**src/rtl/gamma_pkg.sv**
```systemverilog
// rtl/gamma_pkg.sv - shared constants and FSM state type for the programmable gamma LUT
package gamma_pkg;

  localparam int DATA_W_DEF = 8;
  localparam int LUT_DEPTH  = 256;

  typedef enum logic [1:0] {
    IDLE  = 2'd0,
    LOAD  = 2'd1,
    ARMED = 2'd2
  } state_e;

endpackage

```
**src/rtl/gamma_lut_prog_if.sv**
```systemverilog
// rtl/gamma_lut_prog_if.sv - config stream, status and pixel stream bundle for gamma_lut_prog
interface gamma_lut_prog_if #(
  parameter int DATA_W = gamma_pkg::DATA_W_DEF
) ();

  logic              cfg_start;
  logic              cfg_valid;
  logic              cfg_ready;
  logic [DATA_W-1:0] cfg_data;
  logic              cfg_last;
  logic              load_done;
  logic              load_err;
  logic              table_vld;
  logic              in_vsync;
  logic              in_href;
  logic [DATA_W-1:0] in_data;
  logic              out_vsync;
  logic              out_href;
  logic [DATA_W-1:0] out_data;

  modport master (
    output cfg_start, cfg_valid, cfg_data, cfg_last, in_vsync, in_href, in_data,
    input  cfg_ready, load_done, load_err, table_vld, out_vsync, out_href, out_data
  );

  modport slave (
    input  cfg_start, cfg_valid, cfg_data, cfg_last, in_vsync, in_href, in_data,
    output cfg_ready, load_done, load_err, table_vld, out_vsync, out_href, out_data
  );

endinterface

```
**src/rtl/gamma_lut_bank.sv**
```systemverilog
// rtl/gamma_lut_bank.sv - two-bank gamma table RAM, one write port and one registered read port
module gamma_lut_bank #(
  parameter int DATA_W = gamma_pkg::DATA_W_DEF
) (
  input  logic              clk,
  input  logic              we_i,
  input  logic              wbank_i,
  input  logic [DATA_W-1:0] waddr_i,
  input  logic [DATA_W-1:0] wdata_i,
  input  logic              rbank_i,
  input  logic [DATA_W-1:0] raddr_i,
  output logic [DATA_W-1:0] rdata_o
);

  // Contents are deliberately not reset so this maps onto block RAM.
  logic [DATA_W-1:0] mem [0:(2**(DATA_W+1))-1];

  always_ff @(posedge clk) begin
    if (we_i) begin
      mem[{wbank_i, waddr_i}] <= wdata_i;
    end
    rdata_o <= mem[{rbank_i, raddr_i}];
  end

endmodule

```
**src/rtl/gamma_lut_prog.sv**
```systemverilog
// rtl/gamma_lut_prog.sv - gamma table loader with shadow/active bank swap and 2-cycle lookup
// Optional monotonic table check enabled by defining GAMMA_MONO_CHECK_EN.
module gamma_lut_prog
  import gamma_pkg::*;
#(
  parameter int DATA_W    = DATA_W_DEF,
  parameter bit VSYNC_POL = 1'b1
) (
  input  logic             clk,
  input  logic             rst_n,
  gamma_lut_prog_if.slave  bus
);

  localparam logic [DATA_W-1:0] ADDR_LAST = '1;

  state_e            state_q, state_d;
  logic [DATA_W-1:0] wr_addr_q, wr_addr_d;
  logic              bank_q, bank_d;
  logic              tvld_q, tvld_d;
  logic              done_q, done_d;
  logic              err_q, err_d;
  logic              ready_q;
  logic              vsync_q;
  logic              frame_start;
  logic              accept;
  logic              we;
  logic              mono_err;

  logic              bank_s1, tvld_s1, vs_s1, hr_s1;
  logic [DATA_W-1:0] data_s1;
  logic              tvld_s2, vs_s2, hr_s2;
  logic [DATA_W-1:0] byp_s2;
  logic [DATA_W-1:0] rd_data;

  assign frame_start = VSYNC_POL ? (bus.in_vsync & ~vsync_q) : (~bus.in_vsync & vsync_q);
  assign accept      = bus.cfg_valid & ready_q;
  // A restart request wins over a byte offered in the same cycle; that byte is dropped.
  assign we          = accept & ~bus.cfg_start;

`ifdef GAMMA_MONO_CHECK_EN
  logic [DATA_W-1:0] prev_q;

  always_ff @(posedge clk or negedge rst_n) begin
    if (!rst_n) begin
      prev_q <= '0;
    end else if (we) begin
      prev_q <= bus.cfg_data;
    end
  end

  assign mono_err = (wr_addr_q != '0) && (bus.cfg_data < prev_q);
`else
  assign mono_err = 1'b0;
`endif

  always_comb begin
    state_d   = state_q;
    wr_addr_d = wr_addr_q;
    bank_d    = bank_q;
    tvld_d    = tvld_q;
    done_d    = 1'b0;
    err_d     = 1'b0;
    case (state_q)
      IDLE: begin
        if (bus.cfg_start) begin
          state_d   = LOAD;
          wr_addr_d = '0;
        end
      end
      LOAD: begin
        if (bus.cfg_start) begin
          wr_addr_d = '0;
        end else if (accept) begin
          if (mono_err || (bus.cfg_last != (wr_addr_q == ADDR_LAST))) begin
            err_d     = 1'b1;
            state_d   = IDLE;
            wr_addr_d = '0;
          end else if (bus.cfg_last) begin
            state_d   = ARMED;
            wr_addr_d = '0;
          end else begin
            wr_addr_d = wr_addr_q + 1'b1;
          end
        end
      end
      ARMED: begin
        // An edge coincident with the final byte was seen while still in LOAD, so it never swaps.
        if (bus.cfg_start) begin
          state_d   = LOAD;
          wr_addr_d = '0;
        end else if (frame_start) begin
          state_d = IDLE;
          bank_d  = ~bank_q;
          tvld_d  = 1'b1;
          done_d  = 1'b1;
        end
      end
      default: state_d = IDLE;
    endcase
  end

  always_ff @(posedge clk or negedge rst_n) begin
    if (!rst_n) begin
      state_q   <= IDLE;
      wr_addr_q <= '0;
      bank_q    <= 1'b0;
      tvld_q    <= 1'b0;
      done_q    <= 1'b0;
      err_q     <= 1'b0;
      ready_q   <= 1'b0;
      vsync_q   <= 1'b0;
    end else begin
      state_q   <= state_d;
      wr_addr_q <= wr_addr_d;
      bank_q    <= bank_d;
      tvld_q    <= tvld_d;
      done_q    <= done_d;
      err_q     <= err_d;
      ready_q   <= (state_d == LOAD);
      vsync_q   <= bus.in_vsync;
    end
  end

  // Bank select and table_vld are captured with the pixel so a swap never splits a lookup.
  always_ff @(posedge clk or negedge rst_n) begin
    if (!rst_n) begin
      data_s1 <= '0;
      bank_s1 <= 1'b0;
      tvld_s1 <= 1'b0;
      vs_s1   <= 1'b0;
      hr_s1   <= 1'b0;
      byp_s2  <= '0;
      tvld_s2 <= 1'b0;
      vs_s2   <= 1'b0;
      hr_s2   <= 1'b0;
    end else begin
      data_s1 <= bus.in_data;
      bank_s1 <= bank_q;
      tvld_s1 <= tvld_q;
      vs_s1   <= bus.in_vsync;
      hr_s1   <= bus.in_href;
      byp_s2  <= data_s1;
      tvld_s2 <= tvld_s1;
      vs_s2   <= vs_s1;
      hr_s2   <= hr_s1;
    end
  end

  gamma_lut_bank #(.DATA_W(DATA_W)) u_bank (
    .clk     (clk),
    .we_i    (we),
    .wbank_i (~bank_q),
    .waddr_i (wr_addr_q),
    .wdata_i (bus.cfg_data),
    .rbank_i (bank_s1),
    .raddr_i (data_s1),
    .rdata_o (rd_data)
  );

  assign bus.cfg_ready = ready_q;
  assign bus.load_done = done_q;
  assign bus.load_err  = err_q;
  assign bus.table_vld = tvld_q;
  assign bus.out_vsync = vs_s2;
  assign bus.out_href  = hr_s2;
  assign bus.out_data  = tvld_s2 ? rd_data : byp_s2;

endmodule
```
**src/flat_wrapper.sv**
```systemverilog
// flat-port wrapper written by rule: the top's interface ports become plain ports
module gamma_lut_prog_flat import gamma_pkg::*;
#(
  parameter int DATA_W    = DATA_W_DEF,
  parameter bit VSYNC_POL = 1'b1
)
  (clk, rst_n, bus_cfg_start, bus_cfg_valid, bus_cfg_data, bus_cfg_last, bus_in_vsync, bus_in_href, bus_in_data, bus_cfg_ready, bus_load_done, bus_load_err, bus_table_vld, bus_out_vsync, bus_out_href, bus_out_data);
  gamma_lut_prog_if #(.DATA_W(DATA_W)) bus_i ();
  input  logic clk;
  input  logic rst_n;
  input wire logic [$bits(bus_i.cfg_start)-1:0] bus_cfg_start;
  input wire logic [$bits(bus_i.cfg_valid)-1:0] bus_cfg_valid;
  input wire logic [$bits(bus_i.cfg_data)-1:0] bus_cfg_data;
  input wire logic [$bits(bus_i.cfg_last)-1:0] bus_cfg_last;
  input wire logic [$bits(bus_i.in_vsync)-1:0] bus_in_vsync;
  input wire logic [$bits(bus_i.in_href)-1:0] bus_in_href;
  input wire logic [$bits(bus_i.in_data)-1:0] bus_in_data;
  output wire logic [$bits(bus_i.cfg_ready)-1:0] bus_cfg_ready;
  output wire logic [$bits(bus_i.load_done)-1:0] bus_load_done;
  output wire logic [$bits(bus_i.load_err)-1:0] bus_load_err;
  output wire logic [$bits(bus_i.table_vld)-1:0] bus_table_vld;
  output wire logic [$bits(bus_i.out_vsync)-1:0] bus_out_vsync;
  output wire logic [$bits(bus_i.out_href)-1:0] bus_out_href;
  output wire logic [$bits(bus_i.out_data)-1:0] bus_out_data;
  assign bus_i.cfg_start = bus_cfg_start;
  assign bus_i.cfg_valid = bus_cfg_valid;
  assign bus_i.cfg_data = bus_cfg_data;
  assign bus_i.cfg_last = bus_cfg_last;
  assign bus_i.in_vsync = bus_in_vsync;
  assign bus_i.in_href = bus_in_href;
  assign bus_i.in_data = bus_in_data;
  assign bus_cfg_ready = bus_i.cfg_ready;
  assign bus_load_done = bus_i.load_done;
  assign bus_load_err = bus_i.load_err;
  assign bus_table_vld = bus_i.table_vld;
  assign bus_out_vsync = bus_i.out_vsync;
  assign bus_out_href = bus_i.out_href;
  assign bus_out_data = bus_i.out_data;
  gamma_lut_prog #(.DATA_W(DATA_W), .VSYNC_POL(VSYNC_POL)) u_core (.clk(clk), .rst_n(rst_n), .bus(bus_i));
endmodule
```
**config.mk**
```make
export PLATFORM = sky130hd
export DESIGN_NAME = gamma_lut_prog_flat
export DESIGN_NICKNAME = d
export VERILOG_FILES = /design/src/rtl/gamma_pkg.sv /design/src/rtl/gamma_lut_prog_if.sv /design/src/rtl/gamma_lut_bank.sv /design/src/rtl/gamma_lut_prog.sv /design/src/flat_wrapper.sv
export SDC_FILE = /design/constraint.sdc
export NUM_CORES = 2
export LEC_CHECK = 0
export BUFFER_PORTS_ARGS = -buffer_cell sky130_fd_sc_hd__buf_2
export CELL_PAD_IN_SITES_DETAIL_PLACEMENT = 0
export CELL_PAD_IN_SITES_GLOBAL_PLACEMENT = 1
export CORE_MARGIN = 4
export CORE_UTILIZATION = 45
export DETAILED_ROUTE_END_ITERATION = 12
export PLACE_DENSITY_LB_ADDON = 0.1
export SKIP_LAST_GASP = 1
export SYNTH_ARGS = -nofsm -noshare
export SYNTH_HDL_FRONTEND = slang
export SYNTH_HIERARCHICAL = 1
export SYNTH_SLANG_ARGS = --single-unit
```
**constraint.sdc**
```tcl
create_clock -name clk -period 2.21 [get_ports clk]
set_clock_uncertainty 0.1 [all_clocks]
set_input_delay 0.442 -clock clk [delete_from_list [all_inputs] [get_ports clk]]
set_output_delay 0.442 -clock clk [all_outputs]
set_load 0.01 [all_outputs]
```
==> impl_metrics.toml <==
[yosys]
ys_ff_latch = 4142
ys.warnings.count = 6
synth_mux_area_share_pct = 14.1
synth_area_mm2 = 0.161
synth_top_family_by_area = "multiplexers"
yosys.area_share.simple_pct = 2.74
async_flop_share_pct = 0.917
synth_ff_type = "edfxtp_1"
synthAdderAreaFrac_pct = 0.00776
syn_nets = 8158
yosysSeqAreaShare_pct = 76.9
syn-mean-instance-area_um2 = 19.8
synthXorXnorAreaFrac_pct = 0.0326
synth-compound-area-share_pct = 4.32
synth_edf_count = 4096
yosys.cell_types.count = 62
synthCells = 8134

[die]
start_util_pct = 45.3
die_area_mm2 = 0.368
die-height_um = 607
fp.dieW_um = 607
io_pins = 37
rows = 219
core_mm2 = 0.356

[clock_tree]
clockBufferDepth = 4
htree_levels = 5
clkTransAtPathRegs_ns = 0.06
insertion_delay_ns = 0.98
clock-root-buffer = "clkbuf_16"
cts_inserted_buffers = 431
cts_sinks = 4142
cts_tree = "done"

[pwr]
powerDensity_mw_per_mm2 = 838
p_sw_w = 0.0365
intPower_w = 0.132
power_frac_comb_pct = 5.9
seq_power_share_pct = 51.2
ir_drop_mv = 0.740
clock_power_share_pct = 42.9
p_leak_nw = 67.9
switching_share_pct = 21.6

[final_layout]
seq_area_mm2 = 0.124
layout-drive-gt1-share_pct = 35.3
fin_area_mm2 = 0.202
final_common_cell = "edfxtp_1"
layout.core_utilization_pct = 56.6
nNetsFinal = 10000
fillers = 27000
multi_input_area_mm2 = 0.0372
area_growth_pct = 25.0
final_cell_mix = "edfxtp_1, buf_4, mux2i_1, mux4_2, nor2_1"

[setup_path]
cp_cell_sequence = "buf_12, buf_12, buf_12, buf_12, buf_4, mux2i_1, o221ai_2, nor3_2, buf_4, a211oi_2, o311a_4, nor4b_4, o2111a_1"
cpMaxStageDelayCell = "nor4b_4"
cp-endpoint = "u_core/u_bank/rdata_o[6]$_DFF_P_"
reg2reg_depth = 13
r2r_end = "u_core/u_bank/rdata_o[6]$_DFF_P_"
cp-startpoint = "u_core/data_s1[0]$_DFF_PN0_"
worstPathMaxFanout = 9
arrival_ns = 4.15
r2r_start = "u_core/data_s1[0]$_DFF_PN0_"
crit_type = "reg -> reg"
cpPeakStageDelay_ns = 0.55
critPathCaptureType = "register"
cp.required_ns = 3.03
reg2reg_slack_ns = -1.12
crit_path_frequent_cell = "buf_12"
startpoint_type = "register"

[timing]
rsz0062_at_grt = "true"
fin_ws_ns = -1.12
worst_pin_slew_ns = 0.864
post-route-period-util_pct = 151
fmax_mhz = 300
final-setup-viol-count = 1938
fin_crit_ns = 3.33
finalHoldViolCount = 0
drv_slew = 0
maxSlewHeadroom_pct = 42.3
final.setup.tns_ns = -129.65

[placed_design]
place_hpwl_mm = 316
placed_cell_area_mm2 = 0.182
port_buffers = 36
gp_congestion = 0.863

[global_routing]
gr-total-overflow = 0
antenna_found_initial = 32
grtUsageTotal_pct = 25.8
grt_max_degree = 100
grt_pass1_wl_mm = 678
grt_pass1_vias = 89500

[drt]
totalWireLength_mm = 482
viasPerCell = 5.89
vias = 89200
drt_iter0_markers = 10200
ant_nets = 0
drt-pass1-iter-count = 6
drcViolationCount = 0
wl_per_cell_um = 31.8

[status]
status = "finished with violations"
violations = "negative setup slack"

[min_path]
hold_start = "bus_in_data[4]"
holdCritPathClass = "in -> reg"

[flow_run]
cap_viol_max_count = 0
[repair_timing]
action / CTS / global route
pin swaps: 73 / 143
buffers inserted: 53 / 44
hold endpoints to repair: 546 / 0
resized for setup: 350 / 435
cloned: 17 / 11
setup endpoints to repair: 314 / 3653
hold buffers: 25 / 0
[power by group through the flow]
stage          combinational, W  sequential (W)  clock (W)
2_1_floorplan           0.00403          0.0881          0
3_3_place_gp            0.00914          0.0880          0
3_5_place_dp            0.00924          0.0880          0
4_1_cts                 0.00982          0.0864     0.0737
5_1_grt                  0.0105          0.0863     0.0772
6_report                 0.0100          0.0864     0.0725
[layer usage]
| layer | up-vias | part of all wire [%] | GRT usage [%] |
|---|---|---|---|
| met1 | 47500 | 42 | 37.3 |
| met4 | 8 | 2.7 | 6.17 |
| met3 | 602 | 6.9 | 3.64 |
| li1 | 37700 | - | - |
| met2 | 3383 | 48 | 41.7 |
| met5 | - | 0.010 | 0 |
[how the worst min path moves through the flow]
stage	end	slack, ns	cells past startpoint
after global placement	u_core/bus.out_href$_DFF_PN0_	0.23	0
final	u_core/data_s1[4]$_DFF_PN0_	0.10	2
after floorplan	u_core/bank_q$_DFFE_PN0P_	0.05	0
after detailed placement	u_core/tvld_s2$_DFF_PN0_	0.24	0
after global routing	u_core/data_s1[4]$_DFF_PN0_	0.07	2
after CTS	u_core/data_s1[4]$_DFF_PN0_	0.04	2
[state kept, by name, indices dropped and copies added, names as in the netlist]
| signal | flops |
|---|---|
| u_core/state_q | 2 |
| u_core/u_bank/mem | 4096 |
| u_core/bank_s1 | 1 |
| u_core/data_s1 | 8 |
| u_core/u_bank/rdata_o | 8 |
| u_core/vs_s1 | 1 |
| u_core/byp_s2 | 8 |
| u_core/bus.out_vsync | 1 |
| u_core/bus.load_err | 1 |
| u_core/bus.out_href | 1 |
| u_core/bus.cfg_ready | 1 |
| u_core/bank_q | 1 |
| u_core/tvld_s2 | 1 |
| u_core/wr_addr_q | 8 |
| u_core/hr_s1 | 1 |
| u_core/bus.load_done | 1 |
| u_core/tvld_s1 | 1 |
| u_core/bus.table_vld | 1 |
[cell type report]
type | count | share of cell area, %
clock inverters | 282 | 1.40
diodes | 10 | 0.0124
repair buffers | 1967 | 9.97
well taps | 4751 | 2.95
inverters | 5 | 0.0137
flip-flops and latches | 4142 | 61.6
multi-input cells | 3473 | 18.5
clock buffers | 520 | 5.61
[per-stage QoR]
step / power, W / setup WS (ns) / hold slack, ns / cells
3_5_place_dp: 0.0973 / -2.06 / 0.236 / 14200
3_3_place_gp: 0.0972 / -2.10 / 0.231 / 14200
4_1_cts: 0.170 / -1.08 / 0.0371 / 15100
6_report: 0.169 / -1.12 / 0.105 / 15200
2_1_floorplan: 0.0921 / -0.106 / 0.0464 / 8134
5_1_grt: 0.174 / -1.17 / 0.0675 / 15100
[worst max-delay path: cells and delay by family (launching register included)]
family	cells	cell delay, ns
mux	1	0.12
simple gates	2	0.62
compound gates	4	0.99
flops	1	0.50
buf+inv	6	0.91
[synthesized netlist by cell type (6+ instances only)]
master    count  share of area, %
o31ai_1      15             0.070
nor4_1       36              0.14
mux4_2      654               9.1
a22oi_1      61              0.28
nor2_1      605               1.4
or3_1         6             0.023
buf_1        41             0.095
a21oi_1     196              0.61
mux2_2        8             0.056
buf_2        57              0.18
o21ai_0     121              0.38
nand4_1      35              0.14
dfrtp_1      38              0.59
nand3_1      43              0.13
a211oi_1     17             0.079
o22ai_1     163              0.63
buf_4        70              0.33
nand2_1     117              0.27
o2111a_1      8             0.056
clkbuf_1    266              0.62
and3b_1       6             0.033
nor3b_1       8             0.037
buf_6        64              0.45
dfxtp_1       8             0.099
nor3_1      110              0.34
mux2i_1     797               4.9
o221ai_1    371               2.0
buf_8        11              0.10
o41ai_1       7             0.038
nor2b_1       9             0.035
and2_1       20             0.078
edfxtp_1   4096                76
[kinds of logic (layout without fill, tap and decap cells)]
family	after synthesis	count (layout)
flip-flops	4142	4142
multiplexers	1459	1459
AND/OR/NAND/NOR	1018	1018
AO/OA/AOI/OAI	989	989
buffers and inverters	519	2774
XOR/XNOR	6	6
adder cells (fa/ha/maj)	1	1
other	0	10
Power figures use the tool's default switching activity.
